==> src/rtl/hdmi_island_pkg.sv <==
// Shared types and timing constants for the HDMI data-island scheduler.
package hdmi_island_pkg;

    typedef enum logic [2:0] {
        ST_IDLE,
        ST_ACTIVE,
        ST_CTRL,
        ST_PREAMBLE,
        ST_LEAD_GUARD,
        ST_PACKET,
        ST_TRAIL_GUARD
    } island_state_t;

    localparam int PREAMBLE_LEN = 8;
    localparam int GUARD_LEN    = 2;
    localparam int PACKET_LEN   = 32;
    localparam logic [3:0] CTL_DATA_ISLAND_PREAMBLE = 4'b0101;

    // Preamble + both guards + the decision cycle itself.
    localparam int BUDGET_OVERHEAD = PREAMBLE_LEN + 2 * GUARD_LEN + 1;

endpackage

==> src/rtl/hdmi_island_budget.sv <==
// Sizes a data island: how many 32-cycle packets fit in the remaining blanking.
module hdmi_island_budget
    import hdmi_island_pkg::*;
#(
    parameter int VIDEO_RESERVE = 22,
    parameter int MAX_PACKETS   = 18
) (
    input  logic [15:0] blank_cycles,
    output logic [4:0]  num_packets
);

    localparam logic [15:0] OVERHEAD = 16'(BUDGET_OVERHEAD + VIDEO_RESERVE);
    localparam logic [10:0] MAX_N    = 11'(MAX_PACKETS);

    logic [15:0] spare;
    logic [10:0] slots;

    always_comb begin
        spare       = (blank_cycles > OVERHEAD) ? (blank_cycles - OVERHEAD) : 16'd0;
        slots       = 11'(spare >> 5);
        num_packets = (slots > MAX_N) ? 5'(MAX_PACKETS) : slots[4:0];
    end

endmodule

==> src/rtl/hdmi_data_island_scheduler.sv <==
// Schedules one data island per horizontal blanking interval and drives the
// preamble / guard / packet-period / packet-advance strobes.
module hdmi_data_island_scheduler
    import hdmi_island_pkg::*;
#(
    parameter int MIN_CTRL      = 12,
    parameter int VIDEO_RESERVE = 22,
    parameter int MAX_PACKETS   = 18
) (
    input  logic        clk_pixel,
    input  logic        reset,
    input  logic        enable,
    input  logic        video_active,
    input  logic [15:0] blank_cycles_left,
    output logic        island_preamble,
    output logic        data_guard,
    output logic        data_island_period,
    output logic        packet_enable,
    output logic [4:0]  packet_pixel_counter,
    output logic        schedule_error
);

    // The ACTIVE cycle that first sees blanking counts as control cycle one.
    localparam logic [4:0] CTRL_LAST  = 5'(MIN_CTRL - 2);
    localparam logic [4:0] PRE_LAST   = 5'(PREAMBLE_LEN - 1);
    localparam logic [4:0] GUARD_LAST = 5'(GUARD_LEN - 1);
    localparam logic [4:0] PKT_LAST   = 5'(PACKET_LEN - 1);

    island_state_t state, state_n;
    logic [4:0] cnt, cnt_n;
    logic [4:0] pkt, pkt_n;
    logic [4:0] num_pkts, num_pkts_n;
    logic [4:0] budget;
    logic       err_n;
    logic       in_island;

    hdmi_island_budget #(
        .VIDEO_RESERVE(VIDEO_RESERVE),
        .MAX_PACKETS  (MAX_PACKETS)
    ) u_budget (
        .blank_cycles(blank_cycles_left),
        .num_packets (budget)
    );

    assign in_island = (state == ST_PREAMBLE) || (state == ST_LEAD_GUARD) ||
                       (state == ST_PACKET)   || (state == ST_TRAIL_GUARD);

    always_comb begin
        state_n    = state;
        cnt_n      = cnt;
        pkt_n      = pkt;
        num_pkts_n = num_pkts;
        err_n      = 1'b0;
        case (state)
            ST_IDLE: if (video_active) state_n = ST_ACTIVE;
            ST_ACTIVE: begin
                if (!video_active) begin
                    state_n = ST_CTRL;
                    cnt_n   = 5'd0;
                end
            end
            ST_CTRL: begin
                if (video_active) begin
                    state_n = ST_ACTIVE;
                end else if (cnt == CTRL_LAST) begin
                    cnt_n = 5'd0;
                    if (enable && budget != 5'd0) begin
                        state_n    = ST_PREAMBLE;
                        num_pkts_n = budget;
                    end else begin
                        state_n = ST_IDLE;
                    end
                end else begin
                    cnt_n = cnt + 5'd1;
                end
            end
            ST_PREAMBLE: begin
                cnt_n = cnt + 5'd1;
                if (cnt == PRE_LAST) begin
                    state_n = ST_LEAD_GUARD;
                    cnt_n   = 5'd0;
                end
            end
            ST_LEAD_GUARD: begin
                cnt_n = cnt + 5'd1;
                if (cnt == GUARD_LAST) begin
                    state_n = ST_PACKET;
                    cnt_n   = 5'd0;
                    pkt_n   = 5'd1;
                end
            end
            ST_PACKET: begin
                cnt_n = cnt + 5'd1;
                if (cnt == PKT_LAST) begin
                    cnt_n = 5'd0;
                    if (pkt == num_pkts) state_n = ST_TRAIL_GUARD;
                    else                 pkt_n   = pkt + 5'd1;
                end
            end
            ST_TRAIL_GUARD: begin
                cnt_n = cnt + 5'd1;
                if (cnt == GUARD_LAST) begin
                    state_n = ST_IDLE;
                    cnt_n   = 5'd0;
                end
            end
            default: state_n = ST_IDLE;
        endcase
        // Video returning early wins over any island progress.
        if (video_active && in_island) begin
            state_n = ST_ACTIVE;
            cnt_n   = 5'd0;
            pkt_n   = 5'd0;
            err_n   = 1'b1;
        end
    end

    always_ff @(posedge clk_pixel or posedge reset) begin
        if (reset) begin
            state                <= ST_IDLE;
            cnt                  <= 5'd0;
            pkt                  <= 5'd0;
            num_pkts             <= 5'd0;
            island_preamble      <= 1'b0;
            data_guard           <= 1'b0;
            data_island_period   <= 1'b0;
            packet_enable        <= 1'b0;
            packet_pixel_counter <= 5'd0;
            schedule_error       <= 1'b0;
        end else begin
            state                <= state_n;
            cnt                  <= cnt_n;
            pkt                  <= pkt_n;
            num_pkts             <= num_pkts_n;
            island_preamble      <= (state_n == ST_PREAMBLE);
            data_guard           <= (state_n == ST_LEAD_GUARD) || (state_n == ST_TRAIL_GUARD);
            data_island_period   <= (state_n == ST_PACKET);
            packet_pixel_counter <= (state_n == ST_PACKET) ? cnt_n : 5'd0;
            packet_enable        <= ((state_n == ST_LEAD_GUARD) && (cnt_n == GUARD_LAST)) ||
                                    ((state_n == ST_PACKET) && (cnt_n == PKT_LAST) &&
                                     (pkt_n != num_pkts_n));
            schedule_error       <= err_n;
        end
    end

endmodule

==> config.mk <==
export PLATFORM = sky130hd
export DESIGN_NAME = hdmi_data_island_scheduler
export DESIGN_NICKNAME = d
export VERILOG_FILES = /design/src/rtl/hdmi_island_pkg.sv /design/src/rtl/hdmi_island_budget.sv /design/src/rtl/hdmi_data_island_scheduler.sv
export SDC_FILE = /design/constraint.sdc
export NUM_CORES = 1
export LEC_CHECK = 0
export ABC_AREA = 1
export CORE_MARGIN = 2
export CORE_UTILIZATION = 56
export DETAILED_ROUTE_END_ITERATION = 12
export PLACE_DENSITY = 0.81
export SYNTH_ARGS = -nofsm -noshare
export SYNTH_HDL_FRONTEND = slang
export SYNTH_SLANG_ARGS = --single-unit
export TNS_END_PERCENT = 30
==> constraint.sdc <==
create_clock -name clk_pixel -period 2.9 [get_ports clk_pixel]
set_input_delay 0.435 -clock clk_pixel [delete_from_list [all_inputs] [get_ports clk_pixel]]
set_output_delay 0.435 -clock clk_pixel [all_outputs]
set_load 0.05 [all_outputs]
# Word level (Yosys, flattened, before mapping)
# Index checks and enable logic that the tools add are counted.
dict set report word_totals {
  word_cells 79
  register_bits 28
  output_inout_bits 10
}
dict set report op_classes {
  reduce_logical 13
  addsub 3
  eq_ne 18
  order_cmp 2
  muxes 33
}
# cell count
set op_table {}
lappend op_table {{$mux 5} 17}
lappend op_table {{$mux 3} 10}
lappend op_table {{$pmux 5 s5} 1}
lappend op_table {{$pmux 3 s7} 1}
lappend op_table {{$eq 3x3->1 const B} 6}
lappend op_table {{$gt 16x6->1 const B} 1}
lappend op_table {{$mux 16} 1}
lappend op_table {{$sub 16x6->16 const B} 1}
lappend op_table {{$gt 11x5->1 const B} 1}
lappend op_table {{$add 5x1->5 const B} 2}
lappend op_table {{$eq 5x1->1 const B} 2}
lappend op_table {{$eq 5x5->1 const B} 2}
lappend op_table {{$pmux 5 s2} 1}
lappend op_table {{$eq 3x2->1 const B} 3}
lappend op_table {{$eq 5x3->1 const B} 1}
lappend op_table {{$eq 5x4->1 const B} 1}
lappend op_table {{$eq 5x5->1} 1}
lappend op_table {{$logic_and 1x1->1} 5}
lappend op_table {{$logic_or 1x1->1} 5}
lappend op_table {{$ne 5x5->1} 1}
lappend op_table {{$reduce_bool 5->1} 1}
lappend op_table {{$eq 3x1->1 const B} 1}
lappend op_table {{$logic_not 3->1} 1}
lappend op_table {{$mux 2} 1}
lappend op_table {{2 further kinds} 2}

# Depth between registers and ports, before layout
dict set report depth {
  ltp_word 15
  mapped_depth 23
}

# Cells and area by module
# A second synthesis with hierarchy kept.
dict set report unflattened {
  cells_unflattened 360
  hier_area_um2 2268.4
}
# module cells_each seq_area_each_um2 instances area_per_inst_um2
set modules_own_cells {}
lappend modules_own_cells {hdmi_data_island_scheduler 269 700.7 1 1828.0}
lappend modules_own_cells {hdmi_island_budget 91 0.0 1 440.4}

# Least setup slack after synthesis
# OpenSTA, ideal clock, no wires.
dict set report synth_path {
  path_type {input port to flip-flop}
  startpoint {in blank_cycles_left[8]}
  endpoint {reg packet_enable}
  t_arrival_ns 2.124
  path_slack_ns 0.659
  required_ns 2.783
  cell_stages 21
  path_buffers 0
  path_cell_list {or2_1 -> nor2_1 -> nand3_1 -> nand2_1 -> o21ai_2 -> nor2_4 -> nand4_1 -> nand2_2 -> nand2_2 -> nor2_4 -> nor2_8 -> nand2_4 -> nand2_4 -> nand2_4 -> nand3_4 -> nand2_4 -> inv_4 -> nand2_2 -> nor2_2 -> nand2_1 -> nand2_1}
}
dict set report synth_via {
  elab_chain_cells 15
}
# item line
set synth_rtl {}
lappend synth_rtl {{start, declared} hdmi_data_island_scheduler.sv:14} ;# input logic [15:0] blank_cycles_left,
lappend synth_rtl {{$sub 16x6->16 or $gt 16x6->1 (tied branches)} hdmi_island_budget.sv:19} ;# spare = (blank_cycles > OVERHEAD) ? (blank_cycles - OVERHEAD) : 16'd0;
lappend synth_rtl {{$mux 16 (*)} hdmi_island_budget.sv:19}
lappend synth_rtl {{$gt 11x5->1} hdmi_island_budget.sv:21} ;# num_packets = (slots > MAX_N) ? 5'(MAX_PACKETS) : slots[4:0];
lappend synth_rtl {{$mux 5 (*)} hdmi_island_budget.sv:21}
lappend synth_rtl {{$reduce_bool 5->1 (*)} hdmi_data_island_scheduler.sv:67} ;# if (enable && budget != 5'd0) begin
lappend synth_rtl {{$logic_and 1x1->1 (*)} hdmi_data_island_scheduler.sv:67}
lappend synth_rtl {{$mux 2 (*)} hdmi_data_island_scheduler.sv:67}
lappend synth_rtl {{$mux 3 (*)} hdmi_data_island_scheduler.sv:65} ;# end else if (cnt == CTRL_LAST) begin
lappend synth_rtl {{$mux 3 (*)} hdmi_data_island_scheduler.sv:63} ;# if (video_active) begin
lappend synth_rtl {{$pmux 3 s7 (*)} hdmi_data_island_scheduler.sv:54} ;# case (state)
lappend synth_rtl {{$mux 3 (*)} hdmi_data_island_scheduler.sv:110} ;# if (video_active && in_island) begin
lappend synth_rtl {{named net state_n[0]} hdmi_data_island_scheduler.sv:29} ;# island_state_t state, state_n;
lappend synth_rtl {{$eq 3x3->1} hdmi_data_island_scheduler.sv:140} ;# ((state_n == ST_PACKET) && (cnt_n == PKT_LAST) &&
lappend synth_rtl {{$logic_and 1x1->1 (2 in series)} hdmi_data_island_scheduler.sv:140}
lappend synth_rtl {{$logic_or 1x1->1 (*)} hdmi_data_island_scheduler.sv:139} ;# packet_enable <= ((state_n == ST_LEAD_GUARD) && (cnt_n == GUARD_LAST)) ||
lappend synth_rtl {{end signal, assigned} hdmi_data_island_scheduler.sv:139}
lappend synth_rtl {{end, declared} hdmi_data_island_scheduler.sv:18} ;# output logic packet_enable,
# The timed path passes the listed nets; every way through them passes the cells marked *.

# Worst setup path in the final report
dict set report layout_path {
  startpoint {in blank_cycles_left[5]}
  endpoint {reg packet_enable}
}
dict set report layout_via {
  elab_chain_cells 15
}
# item line
set layout_rtl {}
lappend layout_rtl {{$sub 16x6->16 or $gt 16x6->1 (tied branches)} hdmi_island_budget.sv:19}
lappend layout_rtl {{$mux 16 (*)} hdmi_island_budget.sv:19}
lappend layout_rtl {{$gt 11x5->1} hdmi_island_budget.sv:21}
lappend layout_rtl {{$mux 5 (*)} hdmi_island_budget.sv:21}
lappend layout_rtl {{$reduce_bool 5->1} hdmi_data_island_scheduler.sv:67}
lappend layout_rtl {{$logic_and 1x1->1} hdmi_data_island_scheduler.sv:67}
lappend layout_rtl {{$mux 2} hdmi_data_island_scheduler.sv:67}
lappend layout_rtl {{$mux 3} hdmi_data_island_scheduler.sv:65}
lappend layout_rtl {{$mux 3} hdmi_data_island_scheduler.sv:63}
lappend layout_rtl {{$pmux 3 s7} hdmi_data_island_scheduler.sv:54}
lappend layout_rtl {{$mux 3} hdmi_data_island_scheduler.sv:110}
lappend layout_rtl {{$eq 3x3->1} hdmi_data_island_scheduler.sv:140}
lappend layout_rtl {{$logic_and 1x1->1 (2 in series)} hdmi_data_island_scheduler.sv:140}
lappend layout_rtl {{$logic_or 1x1->1 (*)} hdmi_data_island_scheduler.sv:139}
# Mark *: on every way between the ends. The rest lies on a longest branch, timed or not.

==> metrics <==
die area 4590 µm²; Cell Area, Placed 2710 µm²; Initial Util 0.578; pin count of the biggest net entering global routing 29; first-pass GRT wire length 8050 µm; Worst setup SP type input port; P_leak 1.42 nW; CTS Buffer Depth 2; capturing element type of the critical path register; Yosys top cell area share 0.308; worst IR drop on VDD 291 µV; synth top area cells dfrtp_1 (31%), nand2_1 (12%), inv_1 (7.3%); Core ar. 3940 µm²; Critical Path Max Stage Delay 0.53 ns; initial antenna violation count 0; Port Buffers 29; worst reg2reg path endpoint packet_enable; crit-path cells clkdlybuf4s50_1 -> inv_2 -> nor2_1 -> nand2_1 -> nand3_1 -> nand2_1 -> nor2_4 -> nand4_1 -> nand2_2 -> nand2_2 -> nor2_4 -> nor2_8 -> nand3_4 -> nand2_2 -> nand3_1 -> nand3_1 -> nor2_1 -> nand2_1 -> nand2_1 -> nand2_1; Yosys top cell by area dfrtp_1; ys async rst share 1.00; Crit Path Class input port to register; worst setup path startpoint blank_cycles_left[5]; CTS H-tree depth 1; most common cell in the synthesized netlist nand2_1; Post-Syn Area per Cell 7.05 µm²; EDFF count, synth 0; Yosys cell types 39; critical path arrival 2.85 ns; fin util 0.716; synthesized flop and latch total 28; Most used DFF post-synth dfrtp_1; gp weighted congestion 0.805; WL per Instance 12.1 µm; Max Slew Vio Count 0; CTS root buf clkbuf_8; die width 67.8 µm; Tot Pwr 0.00155 W; Diodes inserted 0; Finish-stage setup viols 0; Pre-antenna DRT Iters 4; synth warn 0; DRT antenna net count 0; HP Class input port to asynchronous set/reset pin; Synth Instances 323; CTS tree built; crit share post-route 0.922; hold buffer count at cts 0; initial drt markers 123; Setup TNS 0 ns; Via-to-Cell Ratio 5.25; Pwr Density 550 nW/µm²; mapped cell area 2280 µm²; Area Overhead vs Synth 24.0%; required time of the worst setup path 3.07 ns; Most Frequent Cell on Critical Path nand2_1; Crit path buffers/inverters 2; Worst Tran Pin Value 0.510 ns; fmax 0.374 GHz; DP HPWL 4170 µm; FF-to-FF Start cnt[1]; GRT Total Usage 0.232; Site Rows 23; FF-to-FF setup slack 0.54 ns; Max-Cap Viols 0; final hold vios 0; die height 67.8 µm; sequential-to-total area share from yosys stat 0.308; DR vias 2207; syn nets 348; clk_lat worst skew 0.27 ns; CTS Buf Count 3; Worst-path clk slew 0.09 ns; WL final 5100 µm; gr ovfl total 0; vias in the first global route 1907; post-route minimum period 2.67 ns; result of the run finished, final reports clean; R2R cell count 16; clock skew 0.00291 ns; crit-path max FO 6; Crit path max-delay family simple AND/OR/NAND/NOR gates; top post-synthesis cells by count nand2_1 (70), inv_1 (44), nor2_1 (39); IO Pins 30; Finished Cell Area 2820 µm²; Crit-path slowest cell clkdlybuf4s50_1; clk sinks 28; layout net count 396; relative slew slack 0.659; DR DRC count 0; layout cells sized above 1 0.189
logic make-up after synthesis:
kind of cell | share of synthesized area
buf+inv | 0.0918
compound gates | 0.0654
simple gates | 0.481
flops | 0.308
fa+ha+maj | 0.0275
xor+xnor | 0.0269
tightest hold or removal path, stage by stage:
cell and delay [ns]:
clkdlybuf4s50_1 0.40, inv_1 0.05, buf_4 0.31
worst max-delay path by stage:
stage	to	slack [ns]	cells after the start
6_report	packet_enable	0.23	20
5_1_grt	packet_enable	-0.003	22
4_1_cts	packet_enable	0.24	20
3_5_place_dp	packet_enable	-0.06	20
3_3_place_gp	packet_enable	0.003	20
2_1_floorplan	packet_enable	0.66	21
cells in the final DEF, fill, tap and decap left out, types with 2 or more instances in the layout:
master	netlist	final
nand2_1	70	68
inv_1	44	44
nor2_1	39	38
dfrtp_1	28	28
clkdlybuf4s50_1	0	27
nand3_1	24	24
nand4_1	19	19
nand2_2	12	14
buf_4	0	13
a21oi_1	10	10
inv_2	9	9
nor3_1	9	9
nor2_4	6	7
nand2_4	5	5
ha_1	5	5
nor2_2	3	4
xor2_1	4	4
o21ai_0	4	4
nand3_2	3	3
nand3_4	3	3
xnor2_1	3	3
clkbuf_8	0	3
or2_1	2	2
or2_2	2	2
nand3b_1	2	2
dlymetal6s2s_1	0	2
metrics by stage:
stage          instances  worst slack, ns  hold WS [ns]
3_3_place_gp         412          0.00277         0.519
2_1_floorplan        323            0.659         0.500
6_report             420            0.226         0.508
3_5_place_dp         412          -0.0644         0.545
5_1_grt              420         -0.00285         0.549
4_1_cts              416            0.237         0.520
power breakdown:
group	internal (W)	switching (W)	leakage, nW
logic	0.000278	0.000459	1.01
clock network	0.000185	0.000119	0.0357
registers	0.000445	0.0000655	0.369
total	0.000908	0.000644	1.42
layout make-up:
class / instances / area [µm²]
sequential: 28 / 701
fill: 331 / 1120
tap: 50 / 62.6
timing repair buffer: 42 / 393
clock inverter: 1 / 30.0
clock buffer: 3 / 41.3
inverter: 55 / 209
multi-input combinational: 241 / 1390
registers in the layout, summed over array words and instances, names as in the netlist, 3 cells and up:
name                  flops
cnt                       5
num_pkts                  5
packet_pixel_counter      5
pkt                       5
state                     3
repair_timing:
action	in CTS	in global routing
resized for setup	0	5
buffers inserted	0	3
endpoints found under the setup margin	0	1
metal layers:
layer | share of wire | track usage
met5 | 0 | 0
met4 | 0.018 | 0.0950
met3 | 0.026 | 0.0233
met2 | 0.49 | 0.388
met1 | 0.47 | 0.307
No activity file was read; power rests on OpenSTA's default activity.
